**config.mk**
```make
export PLATFORM = sky130hd
export DESIGN_NAME = ledring_ctl
export DESIGN_NICKNAME = d
export VERILOG_FILES = /design/src/rtl/ledring_pkg.sv /design/src/rtl/ledring_bit_timer.sv /design/src/rtl/ledring_ctl.sv
export SDC_FILE = /design/constraint.sdc
export NUM_CORES = 1
export LEC_CHECK = 0
export ABC_AREA = 1
export CAP_MARGIN = 40
export CORE_UTILIZATION = 45
export CTS_BUF_LIST = sky130_fd_sc_hd__clkbuf_8
export DETAILED_ROUTE_END_ITERATION = 16
export DONT_BUFFER_PORTS = 1
export REMOVE_ABC_BUFFERS = 1
export SETUP_SLACK_MARGIN = 0.05
export SLEW_MARGIN = 40
export SYNTH_ARGS = -nofsm -noshare
export SYNTH_HDL_FRONTEND = slang
export SYNTH_HIERARCHICAL = 1
export SYNTH_SLANG_ARGS = --single-unit
```
**constraint.sdc**
```tcl
create_clock -name CLOCK_50 -period 2.39 [get_ports CLOCK_50]
set_input_delay 0.239 -clock CLOCK_50 [delete_from_list [all_inputs] [get_ports CLOCK_50]]
set_output_delay 0.239 -clock CLOCK_50 [all_outputs]
set_load 0.05 [all_outputs]
```
**src/rtl/ledring_pkg.sv**
```systemverilog
// ledring_pkg: shared state encoding, pixel layout and default timing for the LED ring driver.
`default_nettype none

package ledring_pkg;

  typedef enum logic [1:0] {
    IDLE  = 2'd0,
    FETCH = 2'd1,
    SEND  = 2'd2,
    LATCH = 2'd3
  } ledring_state_t;

  typedef struct packed {
    logic [7:0] g;
    logic [7:0] r;
    logic [7:0] b;
  } rgb_t;

  localparam int DEF_NUM_LEDS     = 16;
  localparam int DEF_T_BIT        = 63;
  localparam int DEF_T0H          = 20;
  localparam int DEF_T1H          = 40;
  localparam int DEF_RESET_CYCLES = 2600;
  localparam int BITS_PER_PIX     = 24;

endpackage

`default_nettype wire

```
**src/rtl/ledring_bit_timer.sv**
```systemverilog
// ledring_bit_timer: free-running 0..T_BIT-1 bit-period counter producing the NRZ high/low level.
`default_nettype none

module ledring_bit_timer
  import ledring_pkg::*;
#(
  parameter int T_BIT = DEF_T_BIT,
  parameter int T0H   = DEF_T0H,
  parameter int T1H   = DEF_T1H
) (
  input  logic clk,
  input  logic rst_n,
  input  logic clear,
  input  logic bit_val,
  output logic ring_dout,
  output logic bit_end
);

  localparam int CNT_W = $clog2(T_BIT);
  localparam logic [CNT_W-1:0] LAST = CNT_W'(T_BIT - 1);
  localparam logic [CNT_W-1:0] HI0  = CNT_W'(T0H);
  localparam logic [CNT_W-1:0] HI1  = CNT_W'(T1H);

  logic [CNT_W-1:0] cnt;

  always_ff @(posedge clk or negedge rst_n) begin
    if (!rst_n) begin
      cnt <= '0;
    end else if (clear || cnt == LAST) begin
      cnt <= '0;
    end else begin
      cnt <= cnt + CNT_W'(1);
    end
  end

  // Gated by clear so the line falls in the same delta as an async reset.
  assign ring_dout = !clear && (cnt < (bit_val ? HI1 : HI0));
  assign bit_end   = !clear && (cnt == LAST);

endmodule

`default_nettype wire

```
**src/rtl/ledring_ctl.sv**
```systemverilog
// ledring_ctl: frame scheduler for a WS2812-class LED ring: fetch pixels, serialise GRB MSB first, latch.
`default_nettype none

module ledring_ctl
  import ledring_pkg::*;
#(
  parameter int NUM_LEDS     = DEF_NUM_LEDS,
  parameter int T_BIT        = DEF_T_BIT,
  parameter int T0H          = DEF_T0H,
  parameter int T1H          = DEF_T1H,
  parameter int RESET_CYCLES = DEF_RESET_CYCLES,
  localparam int ADDR_W      = (NUM_LEDS > 1) ? $clog2(NUM_LEDS) : 1
) (
  input  logic              CLOCK_50,
  input  logic              rst_n,
  input  logic              start,
  output logic              busy,
  output logic              done,
  output logic [ADDR_W-1:0] pix_addr,
  input  logic [23:0]       pix_data,
  output logic              ring_dout
);

  localparam int LATCH_W = (RESET_CYCLES > 1) ? $clog2(RESET_CYCLES) : 1;
  localparam logic [ADDR_W-1:0]  LAST_PIX  = ADDR_W'(NUM_LEDS - 1);
  localparam logic [LATCH_W-1:0] LATCH_END = LATCH_W'(RESET_CYCLES - 1);
  localparam logic [4:0]         TOP_BIT   = 5'(BITS_PER_PIX - 1);

  if (!(T0H > 0 && T1H > T0H && T_BIT > T1H && RESET_CYCLES >= 1)) begin : g_bad_timing
    $error("ledring_ctl: illegal timing parameters");
  end

  ledring_state_t     state, state_nxt;
  logic               fetch_ph;
  rgb_t               shreg;
  logic [4:0]         bit_cnt;
  logic [ADDR_W-1:0]  pix_idx;
  logic [LATCH_W-1:0] latch_cnt;
  logic               bit_end;
  logic               last_pix;
  logic               latch_end;

  assign last_pix  = (pix_idx == LAST_PIX);
  assign latch_end = (latch_cnt == LATCH_END);

  ledring_bit_timer #(
    .T_BIT (T_BIT),
    .T0H   (T0H),
    .T1H   (T1H)
  ) u_bit_timer (
    .clk       (CLOCK_50),
    .rst_n     (rst_n),
    .clear     (state != SEND),
    .bit_val   (shreg.g[7]),
    .ring_dout (ring_dout),
    .bit_end   (bit_end)
  );

  always_ff @(posedge CLOCK_50 or negedge rst_n) begin
    if (!rst_n) state <= IDLE;
    else        state <= state_nxt;
  end

  always_comb begin
    state_nxt = state;
    busy      = 1'b1;
    case (state)
      IDLE: begin
        busy = 1'b0;
        if (start) state_nxt = FETCH;
      end
      FETCH:   if (fetch_ph) state_nxt = SEND;
      SEND:    if (bit_end && bit_cnt == 5'd0 && last_pix) state_nxt = LATCH;
      LATCH:   if (latch_end) state_nxt = IDLE;
      default: state_nxt = IDLE;
    endcase
  end

  always_ff @(posedge CLOCK_50 or negedge rst_n) begin
    if (!rst_n) begin
      fetch_ph  <= 1'b0;
      shreg     <= '0;
      bit_cnt   <= '0;
      pix_idx   <= '0;
      pix_addr  <= '0;
      latch_cnt <= '0;
      done      <= 1'b0;
    end else begin
      done <= (state == LATCH) && latch_end;
      case (state)
        IDLE: begin
          fetch_ph  <= 1'b0;
          pix_idx   <= '0;
          pix_addr  <= '0;
          latch_cnt <= '0;
        end
        FETCH: begin
          fetch_ph <= 1'b1;
          if (fetch_ph) begin
            shreg    <= pix_data;
            bit_cnt  <= TOP_BIT;
            pix_idx  <= '0;
            pix_addr <= (NUM_LEDS > 1) ? ADDR_W'(1) : '0;
          end
        end
        SEND: begin
          if (bit_end) begin
            if (bit_cnt != 5'd0) begin
              shreg   <= rgb_t'({shreg[22:0], 1'b0});
              bit_cnt <= bit_cnt - 5'd1;
            end else if (!last_pix) begin
              // Next word was prefetched while the current pixel was shifting out.
              shreg   <= pix_data;
              bit_cnt <= TOP_BIT;
              pix_idx <= pix_idx + ADDR_W'(1);
              if (int'(pix_idx) + 2 >= NUM_LEDS) pix_addr <= LAST_PIX;
              else                               pix_addr <= pix_idx + ADDR_W'(2);
            end else begin
              pix_addr <= '0;
            end
          end
        end
        LATCH:   latch_cnt <= latch_cnt + LATCH_W'(1);
        default: fetch_ph  <= 1'b0;
      endcase
    end
  end

endmodule

`default_nettype wire
```
Yosys cells after proc, flatten, opt, wreduce, memory -nomap -nowiden:

Cells that the tools add are included.

* bitwise operators: 0
* $add $sub $neg: 6
* multipliers: 0
* magnitude comparators: 2
* reductions and logical operators: 18
* equal/unequal tests: 15
* shifts and indexed selects: 0
* div/mod/pow operators: 0
* muxes and demuxes: 31

Operator list (count)
* 24-bit two-way mux: 4
* 24-bit case mux with 2 select lines: 1
* 4-bit two-way mux: 9
* 12-bit case mux with 2 select lines: 1
* 4-bit case mux with 3 select lines: 2
* 5-bit two-way mux: 4
* 2-bit != test (second input constant): 8
* 12-bit by 1-bit adder with 12-bit output (second input constant): 1
* 12-bit equality test (second input constant): 1
* 6-bit two-way mux: 2
* 4-bit AND reduction: 3
* 5-bit case mux with 2 select lines: 1
* 2-bit two-way mux: 4
* 2-bit case mux with 4 select lines: 1
* 6-bit by 1-bit adder with 6-bit output (second input constant): 1
* 6-bit equality test (second input constant): 1
* 6-bit less-than comparator: 1
* 2-bit nonzero test: 3
* 4-bit by 2-bit adder with 5-bit output (second input constant): 1
* 5-bit >= comparator (second input constant): 1
* 1-bit logical AND: 5
* 5-bit logical NOT: 1
* 5-bit AND reduction: 1
* 5-bit nonzero test: 1
* 13 further kinds: 14

* input port bits: 27
* memories: 0
* bits in registers: 59
* bits in latches: 0
* bits in read-only memories: 0
* memory bits (writable): 0
* output and inout port bits: 7

Depth between registers and ports, before layout:

Gate-level depths: netlist of the first run.

* word-level depth: 7
* depth in mapped cells: 14
* mapped depth without buffers: 12

Cells and area by module:

Netlist of the first run, hierarchy kept.

Modules (own cells, without submodules)
* ledring_ctl: cells an instance 419, instances 1, area each 3051.7 um^2
* ledring_bit_timer: cells an instance 43, instances 1, area each 389.1 um^2

Worst setup path before layout of the first run:

Ideal clock, no wire load.

* path type: flip-flop to output port
* from: register state[0]
* to: output port ring_dout
* path buffers: 1
* stages on the path, launching flop included: 8
* setup slack: 0.488 ns
* data arrival time: 1.663 ns
* required time: 2.151 ns
* cells stage by stage: dfrtp_1 -> inv_1 -> ha_1 -> buf_4 -> inv_4 -> nor2_1 -> nand2_1 -> nor2_1

* cells in the longest elaborated chain, start to end: 3

RTL lines
* start, declared: RTL line ledring_ctl.sv:33 `ledring_state_t state, state_nxt;`
* start signal, assigned: RTL line ledring_ctl.sv:61 `else state <= state_nxt;`
* 2-bit != test: RTL line ledring_ctl.sv:53 `.clear (state != SEND),`
* 1-bit logical NOT: RTL line ledring_bit_timer.sv:37 `assign ring_dout = !clear && (cnt < (bit_val ? HI1 : HI0));`
* 1-bit logical AND: RTL line ledring_bit_timer.sv:37
* end, declared: RTL line ledring_ctl.sv:21 `output logic ring_dout`

Every way passes these cells.

Final worst setup path of the first run:

* from: register state[0]
* to: register bit_cnt[4]

* cells in the longest elaborated chain, start to end: 5

RTL lines
* 2-bit != test: RTL line ledring_ctl.sv:53
* 1-bit logical NOT: RTL line ledring_bit_timer.sv:38 `assign bit_end = !clear && (cnt == LAST);`
* 1-bit logical AND: RTL line ledring_bit_timer.sv:38
* named net bit_end: RTL line ledring_ctl.sv:39 `logic bit_end;`
* 2-bit != test (no line)
* 4-bit AND reduction (no line)
* end signal, assigned: RTL line ledring_ctl.sv:110 `bit_cnt <= bit_cnt - 5'd1;`
* end, declared: RTL line ledring_ctl.sv:36 `logic [4:0] bit_cnt;`

The timed path passes the listed nets, and every way through them passes these cells.
A chain may end at the register's enable or synchronous reset.

==> results.yml, run 1 <==
status:
  status: "finished, final reports clean"
cts:
  cts.sinks: 59
  cts_tree: "built"
  cts_buffers: 9
  cts_setup_buffers: 0
  root_buffer: "clkbuf_8"
  clock_path_buffers: 2
  insertion_delay_ns: 0.33
  htree_levels: 3
  path_clk_slew_ns: 0.07
yosys:
  netlist_area_sq_um: 3440
  syn-instance-count: 462
  synthTopCellsByCount: "nand2_1 (163), inv_1 (79), dfrtp_1 (59)"
  synth_top_area_cell: "dfrtp_1"
  synth-seq-cells: 59
  yosysTopAreaCellShare: 0.429
  ys_warn_count: 6
  synth.top_cells.by_area: "dfrtp_1 (43%), nand2_1 (18%), inv_1 (8.6%), ha_1 (5.1%), nand3_1 (3.9%)"
  async_flop_share: 1.00
  synth_seq_area_share: 0.429
  ys.flop_type: "dfrtp_1"
  synth_edf_count: 0
  synth.distinct_cells: 28
  avgSynthCellArea_sq_um: 7.45
  synth_most_common_cell: "nand2_1"
routing:
  postRouteAntennaNets: 0
  drt_iter0_markers: 128
  highest_layer: "met4"
  via_per_inst: 4.70
  drt-met1-wl_mm: 3.28
  avgRoutedWirePerCell_um: 11.5
  vias: 2690
  routed_wl_mm: 6.56
  drtPass1Iterations: 4
  wl_met3_um: 137
  wl_met2_mm: 3.02
  drc_errors: 0
grt:
  antenna_found_initial: 0
  grtUsageTotal: 0.190
  grt_pass1_wl_mm: 11.6
  grt_max_degree: 60
  grt_overflow_total: 0
  grt_pass1_vias: 2648
setup_path:
  ff2ff_path_depth: 11
  crit_path_end_kind: "flip-flop"
  crit_type: "flip-flop to flip-flop"
  startpoint_type: "flip-flop"
  r2r-end: "bit_cnt[4]$_DFFE_PN0P_"
  cpMaxStageDelayCell: "dfrtp_1"
  critPathMaxFanout: 19
  timing.rr.start: "state[0]$_DFFE_PN0P_"
  crit_arrival_ns: 2.28
  worstPathRequired_ns: 2.64
  slowest_delay_ns: 0.41
  path_cells: "inv_1 > ha_1 > inv_4 > nor3_1 > inv_1 > nand2_1 > nand2_1 > a21oi_4 > nand2_4 > buf_4 > o21ai_0"
  r2r_slack_ns: 0.36
place:
  hpwlAfterDp_mm: 4.41
  dp_slack_ns: 0.227
  numPortBuffers: 0
  gp_congestion: 0.747
  place_inst: 554
floorplan:
  initial_core_util: 0.469
  ioPinCount: 34
  core_area_sq_um: 7330
  rows: 31
  die-width_um: 89.4
  chipHeight_um: 89.4
  dieArea_sq_um: 8000
cells_and_area:
  drive_above_1_share: 0.0994
  antenna_cells: 0
  syn2layout_area_growth_pct: 9.45
  num-nets-final: 509
  final_cells: 572
sta:
  layout_min_cycle_time_ns: 2.03
  setup_tns_ns: 0
  worst_slew_pin_slew_ns: 0.489
  maxSlewHeadroom: 0.674
  rsz0062_at_grt: "false"
  setup_ws_ns: 0.356
  whs_ns: 0.0341
  finalSetupViolCount: 0
  clock_skew_ns: 0.00783
  drv_slew: 0
  fin_crit_sh: 0.851
  finalHoldViolations: 0
  max_freq_mhz: 492
power_and_ir_drop:
  internal-power_mw: 2.54
  switching_share: 0.445
  p_leak_nw: 2.04
  power_density_nw_per_um2: 1220
  p_clk_frac: 0.204
  seq_power_share: 0.341
  irDropWorstVdd_uv: 481
  power_frac_comb: 0.455
  power_switching_mw: 2.04
worst_hold_path:
  holdPathStages: 2
  hp-start: "pix_data[0]"
  min_delay_worst_endpoint: "shreg[0]$_DFFE_PN0P_"
  hp-class: "input port to flip-flop"
flow_run:
  drv_cap: 0
[registers in the layout, summed over array words and instances (netlist names)]
register / cells
bit_cnt: 5
done: 1
fetch_ph: 1
latch_cnt: 12
pix_addr: 4
pix_idx: 4
shreg: 24
state: 2
u_bit_timer/cnt: 6
[area by class of cell]
cell class / instances / area, sq um
Clock inverter: 1 / 3.75
Fill cell: 720 / 3560
Tap cell: 99 / 124
Sequential cell: 59 / 1480
Timing Repair Buffer: 6 / 67.6
Multi-Input combinational cell: 309 / 1570
Clock buffer: 15 / 206
Inverter: 83 / 319
[layer usage]
metal / track usage / vias up
li1: - / 1422
met3: 0.0295 / 11
met4: 0.0779 / 0
met5: 0 / -
met1: 0.247 / 1227
met2: 0.319 / 30
[kinds of logic (layout without fill, tap and decap cells)]
kind of cell | count (synthesis) | in the layout | share of synthesized area
xor gates and xnor gates | 7 | 7 | 0.0178
buffers and inverters | 94 | 105 | 0.116
adders and majority gates | 14 | 14 | 0.0509
AOI/OAI and AO/OA | 31 | 31 | 0.0553
and+or+nand+nor | 257 | 257 | 0.331
DFF | 59 | 59 | 0.429
[timing repair]
item                                    in CTS  in global routing
hold buffers                                 2                  0
gates resized for setup                      0                  2
endpoints found under the setup margin       0                 26
endpoints found under the hold margin       59                  0
[power by group through the flow]
stage / Sequential (mW) / Combinational (mW) / Clock [mW]
2_1_floorplan: 1.53 / 1.61 / 0
3_3_place_gp: 1.57 / 2.01 / 0
3_5_place_dp: 1.57 / 2.06 / 0
4_1_cts: 1.56 / 2.09 / 0.964
5_1_grt: 1.60 / 2.42 / 0.998
6_report: 1.56 / 2.08 / 0.935
[layout by cell type (no fill, tap or decap), types with 2 or more instances in the layout]
master,synthesis,layout
a21oi_1,6,6
buf_4,4,4
clkbuf_8,0,15
dfrtp_1,59,59
ha_1,14,14
inv_1,79,80
inv_2,2,2
nand2_1,163,163
nand2_2,3,2
nand3_1,27,27
nand3_2,13,13
nand4_1,7,7
nor2_1,34,34
nor2_2,2,2
nor3_1,5,5
o21ai_0,20,20
xor2_1,6,6
[worst max-delay path by stage]
| stage | startpoint | to | slack (ns) | depth (start not counted) |
|---|---|---|---|---|
| 2_1_floorplan | state[0]$_DFFE_PN0P_ | bit_cnt[1]$_DFFE_PN0P_ | 0.14 | 11 |
| 3_3_place_gp | state[0]$_DFFE_PN0P_ | bit_cnt[1]$_DFFE_PN0P_ | 0.31 | 11 |
| 3_5_place_dp | state[0]$_DFFE_PN0P_ | shreg[13]$_DFFE_PN0P_ | 0.23 | 12 |
| 4_1_cts | state[0]$_DFFE_PN0P_ | shreg[7]$_DFFE_PN0P_ | 0.20 | 12 |
| 5_1_grt | state[0]$_DFFE_PN0P_ | bit_cnt[4]$_DFFE_PN0P_ | 0.10 | 11 |
| 6_report | state[0]$_DFFE_PN0P_ | bit_cnt[4]$_DFFE_PN0P_ | 0.36 | 11 |
[per-stage QoR]
| step | instance area (sq um) | utilization | total power, mW |
|---|---|---|---|
| detailed placement | 3510 | 0.479 | 3.63 |
| global route | 3770 | 0.514 | 5.03 |
| CTS | 3760 | 0.513 | 4.62 |
| floorplan | 3360 | - | 3.14 |
| global placement | 3510 | 0.479 | 3.58 |
| finish | 3770 | 0.514 | 4.58 |
[critical path, delay by kind of cell (launching register included)]
family | cells | cell delay [ns]
AO/OA/AOI/OAI | 2 | 0.34
adder cells (fa/ha/maj) | 1 | 0.22
buffers and inverters | 4 | 0.47
flip-flops | 1 | 0.41
AND/OR/NAND/NOR | 4 | 0.51
No activity file was read; power rests on OpenSTA's default activity.
==> inputs of run 2 (changes only) <==
--- a/config.mk
+++ b/config.mk
@@ -7,8 +7,9 @@
 export LEC_CHECK = 0
 export ABC_AREA = 1
 export CAP_MARGIN = 40
-export CORE_UTILIZATION = 45
-export CTS_BUF_LIST = sky130_fd_sc_hd__clkbuf_8
+export CORE_ASPECT_RATIO = 1.2
+export CORE_UTILIZATION = 35
+export CTS_BUF_LIST = sky130_fd_sc_hd__clkbuf_4 sky130_fd_sc_hd__clkbuf_8
 export DETAILED_ROUTE_END_ITERATION = 16
 export DONT_BUFFER_PORTS = 1
 export REMOVE_ABC_BUFFERS = 1
==> run 2 against run 1 <==
Maximum frequency increased by 1.3%. Largest cell class unchanged. Non-clock buffer count increased by 1. Count of clock-buffer cells in the layout unchanged. Routed wire length increased by 0.29%. Final cell count increased by 4.4%. Sequential share of layout area decreased by 0.19 points. Critical path type unchanged. Critical path depth increased by 1. Design area increased by 0.50%. Die area increased by 28%. Global-route usage decreased by 4.3 points.
==> results.yml, run 2 (synthesized netlist as in run 1, its figures left out) <==
power_and_ir_drop:
  p_clk_frac: 0.196
  switching_share: 0.444
  irDropWorstVdd_uv: 558
  seq_power_share: 0.346
  power_density_nw_per_um2: 1200
  power_switching_mw: 2.02
  internal-power_mw: 2.52
  power_frac_comb: 0.458
  finalPower_mw: 4.54
  p_leak_nw: 2.04
setup_path:
  path_cells: "inv_1 > ha_1 > inv_4 > nor3_1 > inv_1 > nand2_1 > nand2_1 > a21oi_4 > nand2_2 > inv_4 > nand3_1 > nand2_1"
  cpMostUsedCell: "nand2_1"
  crit_path_end_kind: "flip-flop"
  crit_type: "flip-flop to flip-flop"
  crit_arrival_ns: 2.29
  critPathBufInv: 4
  critPathTopFamily: "simple AND/OR/NAND/NOR gates"
  worstPathRequired_ns: 2.67
  critPathMaxFanout: 26
  slowest_delay_ns: 0.41
  cpMaxStageDelayCell: "dfrtp_1"
  startpoint_type: "flip-flop"
sta:
  maxSlewHeadroom: 0.677
  setup_tns_ns: 0
  finalHoldViolations: 0
  rsz0062_at_grt: "false"
  clock_skew_ns: 0.00581
  worst_slew_pin_slew_ns: 0.485
  whs_ns: 0.0271
  fin_crit_sh: 0.840
  setup_ws_ns: 0.382
  layout_min_cycle_time_ns: 2.01
  drv_slew: 0
  finalSetupViolCount: 0
  max_freq_mhz: 498
floorplan:
  core_area_sq_um: 9520
  ioPinCount: 34
  chipHeight_um: 111
  rows: 39
  initial_core_util: 0.362
  die-width_um: 92.5
  dieArea_sq_um: 10200
cells_and_area:
  num-nets-final: 510
  final_cell_area_sq_um: 3780
  final_cell_mix: "nand2_1 (163), inv_1 (79), dfrtp_1 (59)"
  final_util: 0.398
  antenna_cells: 0
  reg_top3: "shreg x24, latch_cnt x12, u_bit_timer/cnt x6"
  syn2layout_area_growth_pct: 10.0
  drive_above_1_share: 0.103
  largest_reg_flops: 24
  final_cells: 597
  top_register: "shreg"
  mostFrequentLayoutCell: "nand2_1"
grt:
  antenna_found_initial: 0
  grt_overflow_total: 0
  grt_pass1_vias: 2742
  grt_pass1_wl_mm: 12.0
  grtUsageTotal: 0.147
  grt_max_degree: 60
cts:
  cts.sinks: 59
  cts_buffers: 9
  insertion_delay_ns: 0.34
  htree_levels: 3
  path_clk_slew_ns: 0.07
  clock_path_buffers: 2
  root_buffer: "clkbuf_8"
  cts_tree: "built"
routing:
  postRouteAntennaNets: 0
  drtPass1Iterations: 4
  via_per_inst: 4.57
  drt_iter0_markers: 128
  routed_wl_mm: 6.58
  vias: 2727
  avgRoutedWirePerCell_um: 11.0
  drc_errors: 0
status:
  status: "finished, final reports clean"
worst_hold_path:
  hp-class: "input port to flip-flop"
place:
  numPortBuffers: 0
  gp_congestion: 0.791
  place_inst: 579
  dpl_cell_area_sq_um: 3550
  hpwlAfterDp_mm: 4.53
  dp_slack_ns: 0.386
flow_run:
  drv_cap: 0
[run 2: final cells by class]
| class | instances | area [sq um] |
|---|---|---|
| timing repair buffer | 7 | 75.1 |
| clock inverter | 1 | 5.00 |
| clock buffer | 15 | 194 |
| multi-input combinational | 309 | 1560 |
| inverter | 83 | 317 |
| tap | 123 | 154 |
| fill | 985 | 5730 |
| sequential | 59 | 1480 |
[run 2: power groups by stage]
stage / registers [mW] / logic (mW) / clock network [mW]
2_1_floorplan: 1.53 / 1.61 / 0
3_3_place_gp: 1.57 / 2.05 / 0
3_5_place_dp: 1.58 / 2.09 / 0
4_1_cts: 1.57 / 2.12 / 0.926
5_1_grt: 1.61 / 2.42 / 0.958
6_report: 1.57 / 2.08 / 0.888
[run 2: repair_timing]
action | CTS | global route
hold buffers | 2 | 0
hold endpoints to repair | 59 | 0
gates resized for setup | 0 | 0
setup buffers | 0 | 0
[run 2: worst paths after layout]
check,end,start,depth (start not counted),slack [ns]
min in group asynchronous,pix_addr[2]$_DFFE_PN0P_,rst_n,2,0.44
max reg2reg,shreg[16]$_DFFE_PN0P_,state[0]$_DFFE_PN0P_,12,0.38
min,shreg[0]$_DFFE_PN0P_,pix_data[0],2,0.03
min reg2reg,shreg[19]$_DFFE_PN0P_,shreg[19]$_DFFE_PN0P_,2,0.48
max in group asynchronous,bit_cnt[3]$_DFFE_PN0P_,rst_n,2,1.70
max,shreg[16]$_DFFE_PN0P_,state[0]$_DFFE_PN0P_,12,0.38
[run 2: worst register-to-register path: stages, from the launching register on]
cell,delay (ns)
dfrtp_1,0.41
inv_1,0.13
ha_1,0.23
inv_4,0.07
nor3_1,0.18
inv_1,0.05
nand2_1,0.07
nand2_1,0.12
a21oi_4,0.15
nand2_2,0.10
inv_4,0.25
nand3_1,0.13
nand2_1,0.07
[run 2: layer usage]
metal / share of wire / GRT usage / routed length, um
met1: 0.48 / 0.188 / 3180
met2: 0.46 / 0.235 / 3050
met3: 0.029 / 0.0269 / 191
met4: 0.025 / 0.0781 / 162
met5: 0 / 0 / 0
==> inputs of run 3 (changes only) <==
==> constraint.sdc (replaced) <==
create_clock -name CLOCK_50 -period 2 [get_ports CLOCK_50]
set_input_delay 0.2 -clock CLOCK_50 [delete_from_list [all_inputs] [get_ports CLOCK_50]]
set_output_delay 0.2 -clock CLOCK_50 [all_outputs]
set_load 0.05 [all_outputs]
==> run 3 against run 2 <==
Sequential cell count unchanged. Sequential power up 18%. Register-to-register slack worse by 0.18 ns. Combinational power up 35%. First-iteration DRC count down 9.4%. Sequential share of layout area down 1.8 points. Largest cell class unchanged. Largest power group unchanged.
==> results.yml, run 3 (synthesized netlist as in run 1, its figures left out) <==
setup_path:
  cpMaxStageDelayCell: "dfrtp_1"
  crit_arrival_ns: 2.03
  crit_path_end_kind: "flip-flop"
  worstPathRequired_ns: 2.24
  slowest_delay_ns: 0.39
  critPathMaxFanout: 16
  path_cells: "inv_2 > ha_2 > nand3_2 > nor3_2 > inv_1 > nand2_2 > nand2_2 > a21oi_4 > nand2_4 > buf_6 > nand2_1 > nand2_1"
  crit_type: "flip-flop to flip-flop"
  startpoint_type: "flip-flop"
  critPathBufInv: 3
  critPathTopFamily: "simple AND/OR/NAND/NOR gates"
routing:
  via_per_inst: 4.60
  vias: 2794
  wl_met3_um: 304
  highest_layer: "met4"
  drc_errors: 0
  wl_met2_mm: 3.19
  drt-met1-wl_mm: 3.27
  routed_wl_mm: 6.89
  drtPass1Iterations: 4
  avgRoutedWirePerCell_um: 11.4
  drt_iter0_markers: 116
  postRouteAntennaNets: 0
sta:
  whs_ns: 0.0696
  fin_crit_sh: 0.898
  drv_slew: 0
  setup_ws_ns: 0.205
  maxSlewHeadroom: 0.677
  clock_skew_ns: 0.00879
  max_freq_mhz: 557
  rsz0062_at_grt: "false"
  finalHoldViolations: 0
  layout_min_cycle_time_ns: 1.80
  worst_slew_pin_slew_ns: 0.484
  setup_tns_ns: 0
  finalSetupViolCount: 0
cts:
  path_clk_slew_ns: 0.07
  root_buffer: "clkbuf_8"
  cts_buffers: 9
  cts_tree: "built"
  clock_path_buffers: 2
  cts.sinks: 59
  htree_levels: 3
  insertion_delay_ns: 0.35
place:
  gp_congestion: 0.809
  hpwlAfterDp_mm: 4.67
  dpl_cell_area_sq_um: 3610
  place_inst: 585
  dp_slack_ns: 0.0492
  numPortBuffers: 0
power_and_ir_drop:
  irDropWorstVdd_uv: 734
  finalPower_mw: 5.88
  p_leak_nw: 2.11
  power_density_nw_per_um2: 1480
worst_hold_path:
  hp-class: "input port to flip-flop"
cells_and_area:
  drive_above_1_share: 0.136
  fillers: 997
  regArea_sq_um: 1480
  final_cell_mix: "nand2_1 (161), inv_1 (77), dfrtp_1 (59)"
  mostFrequentLayoutCell: "nand2_1"
  final_cells: 607
  num-nets-final: 520
  final_util: 0.417
  multiInputGateArea_sq_um: 1590
  reg_top3: "shreg x24, latch_cnt x12, u_bit_timer/cnt x6"
  antenna_cells: 0
  syn2layout_area_growth_pct: 15.2
  top_register: "shreg"
  final_cell_area_sq_um: 3960
  largest_reg_flops: 24
floorplan:
  chipHeight_um: 111
  initial_core_util: 0.362
  core_area_sq_um: 9520
  die-width_um: 92.5
  rows: 39
  ioPinCount: 34
  dieArea_sq_um: 10200
status:
  status: "finished, final reports clean"
grt:
  grtUsageTotal: 0.153
  grt_pass1_vias: 2828
  grt_max_degree: 60
  grt_pass1_wl_mm: 12.5
  antenna_found_initial: 0
  grt_overflow_total: 0
flow_run:
  drv_cap: 0
[run 3: per-layer routing]
layer,up-vias,track usage
li1,1445,-
met1,1285,0.190
met2,56,0.250
met3,8,0.0303
met4,0,0.0781
met5,-,0
[run 3: worst paths after layout]
kind | from | end | slack, ns | cells after the start
worst min register to register | shreg[21]$_DFFE_PN0P_ | shreg[21]$_DFFE_PN0P_ | 0.48 | 2
min in group asynchronous | rst_n | fetch_ph$_DFFE_PN0P_ | 0.40 | 2
worst min-delay path | pix_data[15] | shreg[15]$_DFFE_PN0P_ | 0.07 | 4
worst max register to register | u_bit_timer/cnt[0]$_DFF_PN0_ | shreg[2]$_DFFE_PN0P_ | 0.20 | 12
worst max-delay path | u_bit_timer/cnt[0]$_DFF_PN0_ | shreg[2]$_DFFE_PN0P_ | 0.20 | 12
max in group asynchronous | rst_n | shreg[4]$_DFFE_PN0P_ | 1.33 | 2
[run 3: layout make-up]
class | instances | share of cell area
sequential | 59 | 0.372
timing repair buffer | 17 | 0.0502
clock inverter | 5 | 0.0196
inverter | 83 | 0.0830
multi-input combinational | 309 | 0.401
tap | 123 | 0.0388
clock buffer | 11 | 0.0350
[run 3: repair_timing]
item / CTS / global route
setup endpoints to repair: 1 / 33
cloned: 0 / 1
resized for setup: 1 / 17
pin swaps: 0 / 3
hold buffers: 3 / 0
endpoints found under the hold margin: 60 / 0
setup buffers: 0 / 2
[run 3: report_power, final]
| part | switching, mW | leakage [nW] | internal, mW |
|---|---|---|---|
| sequential | 0.269 | 0.760 | 1.59 |
| clock | 0.490 | 0.110 | 0.725 |
| combinational | 1.78 | 1.24 | 1.02 |
| total | 2.54 | 2.11 | 3.34 |
[run 3: worst min-delay path: cells and delay by family]
family | cells | cell delay [ns]
buf+inv | 1 | 0.02
simple gates | 3 | 0.17
